==> src/rtl/rc4_multicore_key_search.sv <==
// Key-range dispatcher for NUM_CORES replicated RC4 crack cores: hands out keys in order,
// collects done/valid results and reports the first winning key or range exhaustion.
module rc4_multicore_key_search #(
  parameter int NUM_CORES = 4,
  parameter int KEY_W     = 22
) (
  input  logic                       clk,
  input  logic                       reset_n,
  input  logic                       start,
  input  logic                       abort,
  input  logic [KEY_W-1:0]           key_lo,
  input  logic [KEY_W-1:0]           key_hi,
  output logic [NUM_CORES-1:0]       core_start,
  output logic [NUM_CORES*KEY_W-1:0] core_key,
  output logic [NUM_CORES-1:0]       core_rst,
  input  logic [NUM_CORES-1:0]       core_done,
  input  logic [NUM_CORES-1:0]       core_valid,
  output logic                       busy,
  output logic                       solved,
  output logic                       exhausted,
  output logic [KEY_W-1:0]           found_key,
  output logic [KEY_W-1:0]           current_key,
  output logic [KEY_W:0]             keys_tried
);

  localparam int CNT_W = $clog2(NUM_CORES + 1);

  typedef enum logic [2:0] {
    S_IDLE,
    S_SEARCH,
    S_DRAIN,
    S_SOLVED,
    S_EXHAUSTED
  } state_t;

  state_t               state, state_d;
  logic [NUM_CORES-1:0] core_busy;
  logic [KEY_W-1:0]     key_q [NUM_CORES];
  logic [KEY_W-1:0]     hi_q;
  logic [KEY_W-1:0]     next_key;
  logic                 all_sent;

  logic [NUM_CORES-1:0] accepted, hits, free_sel;
  logic                 any_hit, start_ok, do_abort, do_dispatch, disp_last;
  logic [KEY_W-1:0]     hit_key, disp_key;
  logic [CNT_W-1:0]     done_cnt;

  // NOTE: every signal driven here gets a default first, so no path can leave one
  // unassigned and infer a latch.
  always_comb begin
    accepted = core_done & core_busy;
    hits     = accepted & core_valid;
    any_hit  = |hits;

    hit_key  = '0;
    free_sel = '0;
    for (int i = NUM_CORES - 1; i >= 0; i--) begin
      if (hits[i]) hit_key = key_q[i];
      // Freed-this-cycle cores are still busy here, so reuse waits one cycle.
      if (!core_busy[i]) begin
        free_sel    = '0;
        free_sel[i] = 1'b1;
      end
    end

    done_cnt = '0;
    for (int i = 0; i < NUM_CORES; i++) done_cnt = done_cnt + CNT_W'(accepted[i]);

    state_d     = state;
    start_ok    = 1'b0;
    do_abort    = 1'b0;
    do_dispatch = 1'b0;
    disp_key    = next_key;

    if (abort && state != S_IDLE) begin
      do_abort = 1'b1;
      state_d  = S_IDLE;
    end else begin
      case (state)
        S_IDLE, S_SOLVED, S_EXHAUSTED: begin
          if (start && !abort) begin
            start_ok = 1'b1;
            if (key_lo > key_hi) begin
              state_d = S_EXHAUSTED;
            end else begin
              // All cores are idle here, so key_lo goes straight to core 0.
              state_d     = S_SEARCH;
              do_dispatch = 1'b1;
              disp_key    = key_lo;
            end
          end
        end
        S_SEARCH: begin
          if (any_hit)                state_d = S_SOLVED;
          else if (all_sent)          state_d = S_DRAIN;
          else if (free_sel != '0)    do_dispatch = 1'b1;
        end
        S_DRAIN: begin
          if (any_hit)                                state_d = S_SOLVED;
          else if ((core_busy & ~accepted) == '0)     state_d = S_EXHAUSTED;
        end
        default: state_d = S_IDLE;
      endcase
    end

    // Range end is detected on the key itself, never on next_key after a wrap.
    disp_last = (disp_key == (start_ok ? key_hi : hi_q));
  end

  // NOTE: state is updated only with non-blocking assignments so every register in
  // this block sees the pre-edge values of the others.
  always_ff @(posedge clk or negedge reset_n) begin
    if (!reset_n) state <= S_IDLE;
    else          state <= state_d;
  end

  always_ff @(posedge clk or negedge reset_n) begin
    if (!reset_n) begin
      core_busy   <= '0;
      core_start  <= '0;
      core_rst    <= '0;
      hi_q        <= '0;
      next_key    <= '0;
      all_sent    <= 1'b0;
      busy        <= 1'b0;
      solved      <= 1'b0;
      exhausted   <= 1'b0;
      found_key   <= '0;
      current_key <= '0;
      keys_tried  <= '0;
      // NOTE: the key array drives an output port that must read 0 out of reset,
      // so unlike a plain storage RAM it is reset explicitly.
      for (int i = 0; i < NUM_CORES; i++) key_q[i] <= '0;
    end else begin
      core_start <= '0;
      core_rst   <= '0;
      busy       <= (state_d == S_SEARCH) || (state_d == S_DRAIN);
      solved     <= (state_d == S_SOLVED);
      exhausted  <= (state_d == S_EXHAUSTED);

      if (do_abort) begin
        core_rst  <= core_busy;
        core_busy <= '0;
        found_key <= '0;
      end else begin
        if (start_ok) begin
          hi_q       <= key_hi;
          found_key  <= '0;
          keys_tried <= '0;
          all_sent   <= 1'b0;
        end else begin
          keys_tried <= keys_tried + (KEY_W + 1)'(done_cnt);
        end

        if (any_hit) begin
          found_key <= hit_key;
          core_rst  <= core_busy & ~accepted;
          core_busy <= '0;
        end else begin
          core_busy <= (core_busy & ~accepted) | (do_dispatch ? free_sel : '0);
        end

        if (do_dispatch) begin
          core_start  <= free_sel;
          current_key <= disp_key;
          next_key    <= disp_key + 1'b1;
          all_sent    <= disp_last;
          for (int i = 0; i < NUM_CORES; i++)
            if (free_sel[i]) key_q[i] <= disp_key;
        end
      end
    end
  end

  for (genvar g = 0; g < NUM_CORES; g++) begin : g_key
    assign core_key[g*KEY_W +: KEY_W] = key_q[g];
  end

endmodule
==> config.mk <==
export PLATFORM = sky130hd
export DESIGN_NAME = rc4_multicore_key_search
export DESIGN_NICKNAME = d
export VERILOG_FILES = /design/src/rtl/rc4_multicore_key_search.sv
export SDC_FILE = /design/constraint.sdc
export NUM_CORES = 1
export LEC_CHECK = 0
export CAP_MARGIN = 20
export CORE_MARGIN = 1.5
export CORE_UTILIZATION = 45
export DETAILED_ROUTE_END_ITERATION = 16
export GPL_ROUTABILITY_DRIVEN = 0
export GPL_TIMING_DRIVEN = 0
export PLACE_DENSITY = 0.8
export SYNTH_ARGS = -nofsm -noshare
export SYNTH_HDL_FRONTEND = slang
export SYNTH_SLANG_ARGS = --single-unit
==> constraint.sdc <==
create_clock -name clk -period 7.4 [get_ports clk]
set_clock_uncertainty 0.2 [all_clocks]
set_input_delay 1.48 -clock clk [delete_from_list [all_inputs] [get_ports clk]]
set_output_delay 1.48 -clock clk [all_outputs]
set_load 0.005 [all_outputs]
Word-level counts from Yosys, hierarchy flattened
Cells that the tools add are included.
{ "word_totals": {"reg_bits": 218, "inputBits": 56, "output_inout_bits": 166, "elab_cells": 100} }
{ "classes": {"add_sub_neg": 5, "magnitude_cmp": 1, "n_eq_ne": 9, "muxes": 44, "bitwise": 6, "reduce_logical": 18} }
{ "op_table": {"columns": ["op", "count"], "rows": [
  ["2-to-1 mux 22 bit", 12],
  ["2-to-1 mux 4 bit", 10],
  ["adder 23 x 3 -> 23 bit", 1],
  ["2-to-1 mux 23 bit", 1],
  ["adder 22 x 1 -> 22 bit (second input constant)", 1],
  ["equality test 22 bit", 1],
  ["> comparator 22 bit", 1],
  ["2-to-1 mux 3 bit", 7],
  ["bitwise AND 4 bit", 3],
  ["equality test 3 x 2 -> 1 bit (second input constant)", 4],
  ["2-to-1 mux 1 bit", 12],
  ["AND reduction 3 bit", 4],
  ["one-hot mux 3 bit (3 select lines)", 1],
  ["equality test 3 x 1 -> 1 bit (second input constant)", 2],
  ["equality test 3 bit (second input constant)", 2],
  ["nonzero test 3 bit", 2],
  ["logical NOT 4 bit", 1],
  ["NOT 4 bit", 1],
  ["OR 4 bit", 1],
  ["AND reduction 2 bit", 2],
  ["nonzero test 4 bit", 1],
  ["OR reduction 4 bit", 1],
  ["adder 2 x 1 -> 3 bit", 1],
  ["adder 3 x 1 -> 3 bit", 1],
  ["9 further kinds", 10]
]} }

Logic depth before layout (Yosys ltp)
{ "logic_depth": {"ltp_word": 14, "mapped_depth": 19, "mapped_depth_nobuf": 18} }

Worst setup path after synthesis
No wires, ideal clock.
{ "synth_timing": {"kind": "input to register", "start": "input key_hi[19]", "end": "register next_key[8]", "setup_time_ns": 0.129, "arrival_time_ns": 4.847, "required_time_ns": 7.071, "slack_ns": 2.224, "cell_stages": 19, "n_path_buf": 2, "cell_sequence": "inv_1 ha_1 a21o_1 a21oi_1 nor2b_1 a2111o_1 or3_4 nand2_8 buf_12 buf_6 mux2i_1 inv_1 ha_1 nand4_1 mux2i_1 nand3b_1 mux2_2 o21ai_0 o21ai_1"} }
{ "synth_between": {"elab_chain_cells": 6, "elab_cells_between_ends": 11, "cone_classes": "1 x add/sub; 1 x order compare; 8 x mux; 1 x reduce/logical"} }
{ "synth_rtl": {"columns": ["item", "line", "source"], "rows": [
  ["from (decl)", "12", "input logic [KEY_W-1:0] key_hi,"],
  ["> comparator 22 bit", "83", "if (key_lo > key_hi) begin"],
  ["2-to-1 mux 22 bit", "83", null],
  ["2-to-1 mux 22 bit", "81", "if (start && !abort) begin"],
  ["2-to-1 mux 22 bit", "79", "case (state)"],
  ["2-to-1 mux 22 bit", "75", "if (abort && state != S_IDLE) begin"],
  ["named net disp_key[1]", "45", "logic [KEY_W-1:0] hit_key, disp_key;"],
  ["adder 22 x 1 -> 22 bit", "166", "next_key <= disp_key + 1'b1;"],
  ["to (signal assigned)", "166", null],
  ["to (decl)", "40", "logic [KEY_W-1:0] next_key;"]
]} }
The timed path passes the listed nets, and every way through them passes these cells.
A chain may end at the register's enable or synchronous reset.

Worst setup path in the final report
{ "layout_timing": {"start": "input key_hi[21]", "end": "register next_key[8]"} }
The elaborated chain is that of the path after synthesis.

==> results.py <==
metrics = {
    "run_status": {
        "status": "finished clean",
    },
    "cells_and_area": {
        "instances_no_fill": 1771,
        "synthToLayoutAreaGrowth_pct": 32.8,
        "nets": 1517,
        "diodes": 0,
        "utilization_pct": 61.1,
        "layout-drive-gt1-share_pct": 5.44,
    },
    "worst_setup_path": {
        "reg2regPathDepth": 17,
        "rr_endpoint": "next_key[8]",
        "required_ns": 7.58,
        "path_class": "in2reg",
        "end_kind": "flop",
        "critPathArrivalTime_ns": 6.52,
        "r2r_slack_ns": 2.74,
        "crit_fanout": 10,
        "critPathLaunchType": "input pin",
        "r2r_start": "state[2]",
    },
    "routing": {
        "dr.first_iter.drc_count": 1127,
        "post_drt_wl_per_cell_um": 20.3,
        "drc": 0,
        "wirelength_um": 36000,
        "vias_per_cell": 5.82,
        "drt.antenna.violating_nets": 0,
        "vias": 10300,
        "firstDrtPassIters": 5,
    },
    "logic_synthesis": {
        "synth_edf_count": 0,
        "synth_nets": 1269,
        "async_flop_share_pct": 100,
        "ys_ff_latch": 218,
        "yosys_most_used_dff": "dfrtp_1",
        "yosysWarnings": 0,
        "ys_types": 63,
        "postSynthAreaPerCell_um2": 9.14,
        "synth.area.top_cells": "dfrtp_1 50%, a21oi_1 6.0%, nor2_1 5.7%, o21ai_0 5.4%, nand2_1 4.5%",
        "syn-instance-count": 1186,
        "syn-cell-area_um2": 10800,
        "ys_seq_area_share_pct": 50.4,
        "yosysTopAreaCell": "dfrtp_1",
        "synth.top_cell.area_share_pct": 50.4,
    },
    "die": {
        "die_height_um": 158,
        "core_um2": 23500,
        "ios": 222,
        "num_rows": 56,
        "die_w_um": 158,
        "initial_core_util_pct": 46.0,
        "die_area_um2": 25000,
    },
    "worst_hold_path": {
        "hold_class": "reg2reg",
        "min_path_cells": 2,
        "min_from": "found_key[8]",
        "min_to": "found_key[8]",
    },
    "power": {
        "ir_drop_mv": 0.215,
        "seqPwrFrac_pct": 38.0,
        "powerDensity_nw_per_um2": 320,
        "switching_share_pct": 34.2,
        "power_switching_mw": 1.57,
        "p_int_mw": 3.03,
        "p_clk_share_pct": 29.7,
        "p_leak_nw": 6.12,
        "combPwrFrac_pct": 32.3,
    },
    "global_routing": {
        "track_usage_pct": 28.6,
        "overflow": 0,
        "grt_pass1_wl_um": 55300,
        "grt_pass1_vias": 10000,
        "antenna_found_initial": 0,
        "grt_max_degree": 113,
    },
    "clocking": {
        "clk_latency_ns": 0.52,
        "root_buffer": "clkbuf_16",
        "cts.sinks": 218,
        "cts_resized": 0,
        "numCtsBuffers": 24,
        "cts_tree": "yes",
        "cts_buffer_depth": 3,
        "post_cts_buffers": 0,
        "htree_levels": 1,
        "ctsHoldBuffers": 0,
        "clkTransAtPathRegs_ns": 0.06,
    },
    "sta": {
        "worst_slew_pin_slew_ns": 1.10,
        "fin_crit_ns": 6.35,
        "setup_viol": 0,
        "fin_crit_sh_pct": 85.7,
        "slew_headroom_pct": 24.3,
        "hold_viol": 0,
        "rsz0062_at_grt": "false",
        "drv_slew": 0,
        "max_freq_ghz": 0.158,
    },
    "place": {
        "placedCellCount": 1727,
        "io_buffer_count": 221,
        "post-dp-hpwl_um": 26200,
    },
    "run": {
        "cap_violations": 0,
    },
}
==> layout by cell type (no fill, tap or decap), drive strengths merged, types with 8 or more instances in the layout <==
| cell | instances |
|---|---|
| and3 | 9 |
| xnor2 | 21 |
| xor2 | 37 |
| or3 | 8 |
| nor2b | 8 |
| nor4 | 9 |
| a221oi | 22 |
| ha | 24 |
| nand4 | 16 |
| nor2 | 164 |
| and2 | 11 |
| inv | 40 |
| nand3 | 24 |
| o21ai | 125 |
| clkbuf | 84 |
| clkdlybuf4s50 | 220 |
| nor3 | 33 |
| buf | 17 |
| dfrtp | 218 |
| a21oi | 132 |
| mux2i | 23 |
| nand2 | 130 |
==> cell families (layout without fill, tap and decap cells) <==
logic type,count (synthesis),after routing,synth area share [%]
buffers and inverters,108,374,4.12
adders and majority gates,27,27,3.33
AOI/OAI and AO/OA,323,323,17.2
DFF,218,218,50.4
xor gates and xnor gates,58,58,4.69
muxes,26,26,2.51
and+or+nand+nor,426,426,17.8
==> registers in the layout (all words and copies together) (netlist names) <==
register and count:
core_busy 4, all_sent 1, hi_q 22, current_key 22, core_start 4, keys_tried 23
found_key 22, state 3, solved 1, next_key 22, core_rst 4, exhausted 1
core_key 88, busy 1
==> cell type report <==
class,count,area (µm²)
buffer,69,300
clock buffer,30,684
clock inverter,14,230
fill,1985,9150
inverter,39,146
multi-input combinational,860,4930
sequential,218,5460
tap,319,399
timing repair buffer,222,2240
==> routing by layer <==
| metal | track usage [%] | part of all wire, % | wire (µm) |
|---|---|---|---|
| met2 | 46.6 | 47 | 16800 |
| met4 | 10.7 | 3.5 | 1260 |
| met3 | 5.47 | 9.5 | 3400 |
| met1 | 38.0 | 40 | 14500 |
| met5 | 0 | 0 | 0 |
==> worst max-delay path: stages <==
cell and delay (ns):
clkdlybuf4s50_1 0.52, inv_1 0.09, ha_1 0.30, nand4_1 0.23, nor4_2 0.45, nand4_1 0.22, or2_1 0.25, buf_2 0.18
nand2_8 0.12, buf_12 0.15, buf_6 0.16, mux2i_1 0.76, inv_1 0.11, ha_1 0.31, nand2_1 0.21, mux2i_1 0.20
nand3b_1 0.19, mux2_2 0.34, o21ai_0 0.14, o21ai_1 0.08
==> synthesized netlist by cell type, types with 9 or more instances <==
cell      instances
nand4_1          16
nor2_1          164
inv_1            39
and2_1           11
xor2_1           37
a221oi_1         22
clkbuf_1         54
and3_1            9
ha_1             24
nand2_1         129
xnor2_1          21
nor3_1           33
nand3_1          24
a21oi_1         130
dfrtp_1         218
mux2i_1          21
o21ai_0         116
==> power groups by stage <==
stage               registers, mW  logic [mW]  clock network [mW]
floorplan                    1.71       0.670                   0
global placement             1.75        1.42                   0
detailed placement           1.76        1.46                   0
CTS                          1.74        1.48                1.38
global route                 1.78        1.61                1.42
finish                       1.75        1.49                1.37
==> through the flow <==
step	TNS, ns	power, mW	setup slack [ns]	hold WS [ns]	instance area [µm²]
global placement	-978.98	3.17	-4.51	0.264	13400
CTS	0	4.59	1.24	0.285	14400
finish	0	4.61	1.05	0.282	14400
floorplan	0	2.38	2.22	0.249	10800
global route	0	4.82	0.880	0.304	14400
detailed placement	0	3.22	0.727	0.271	13500
==> worst max path at each step <==
stage                         to  startpoint
global route         next_key[8]  key_hi[21]
floorplan            next_key[8]  key_hi[19]
finish               next_key[8]  key_hi[21]
global placement    next_key[20]     reset_n
CTS                  next_key[8]  key_hi[21]
detailed placement   next_key[8]  key_hi[21]
No activity file was read; power rests on OpenSTA's default activity.
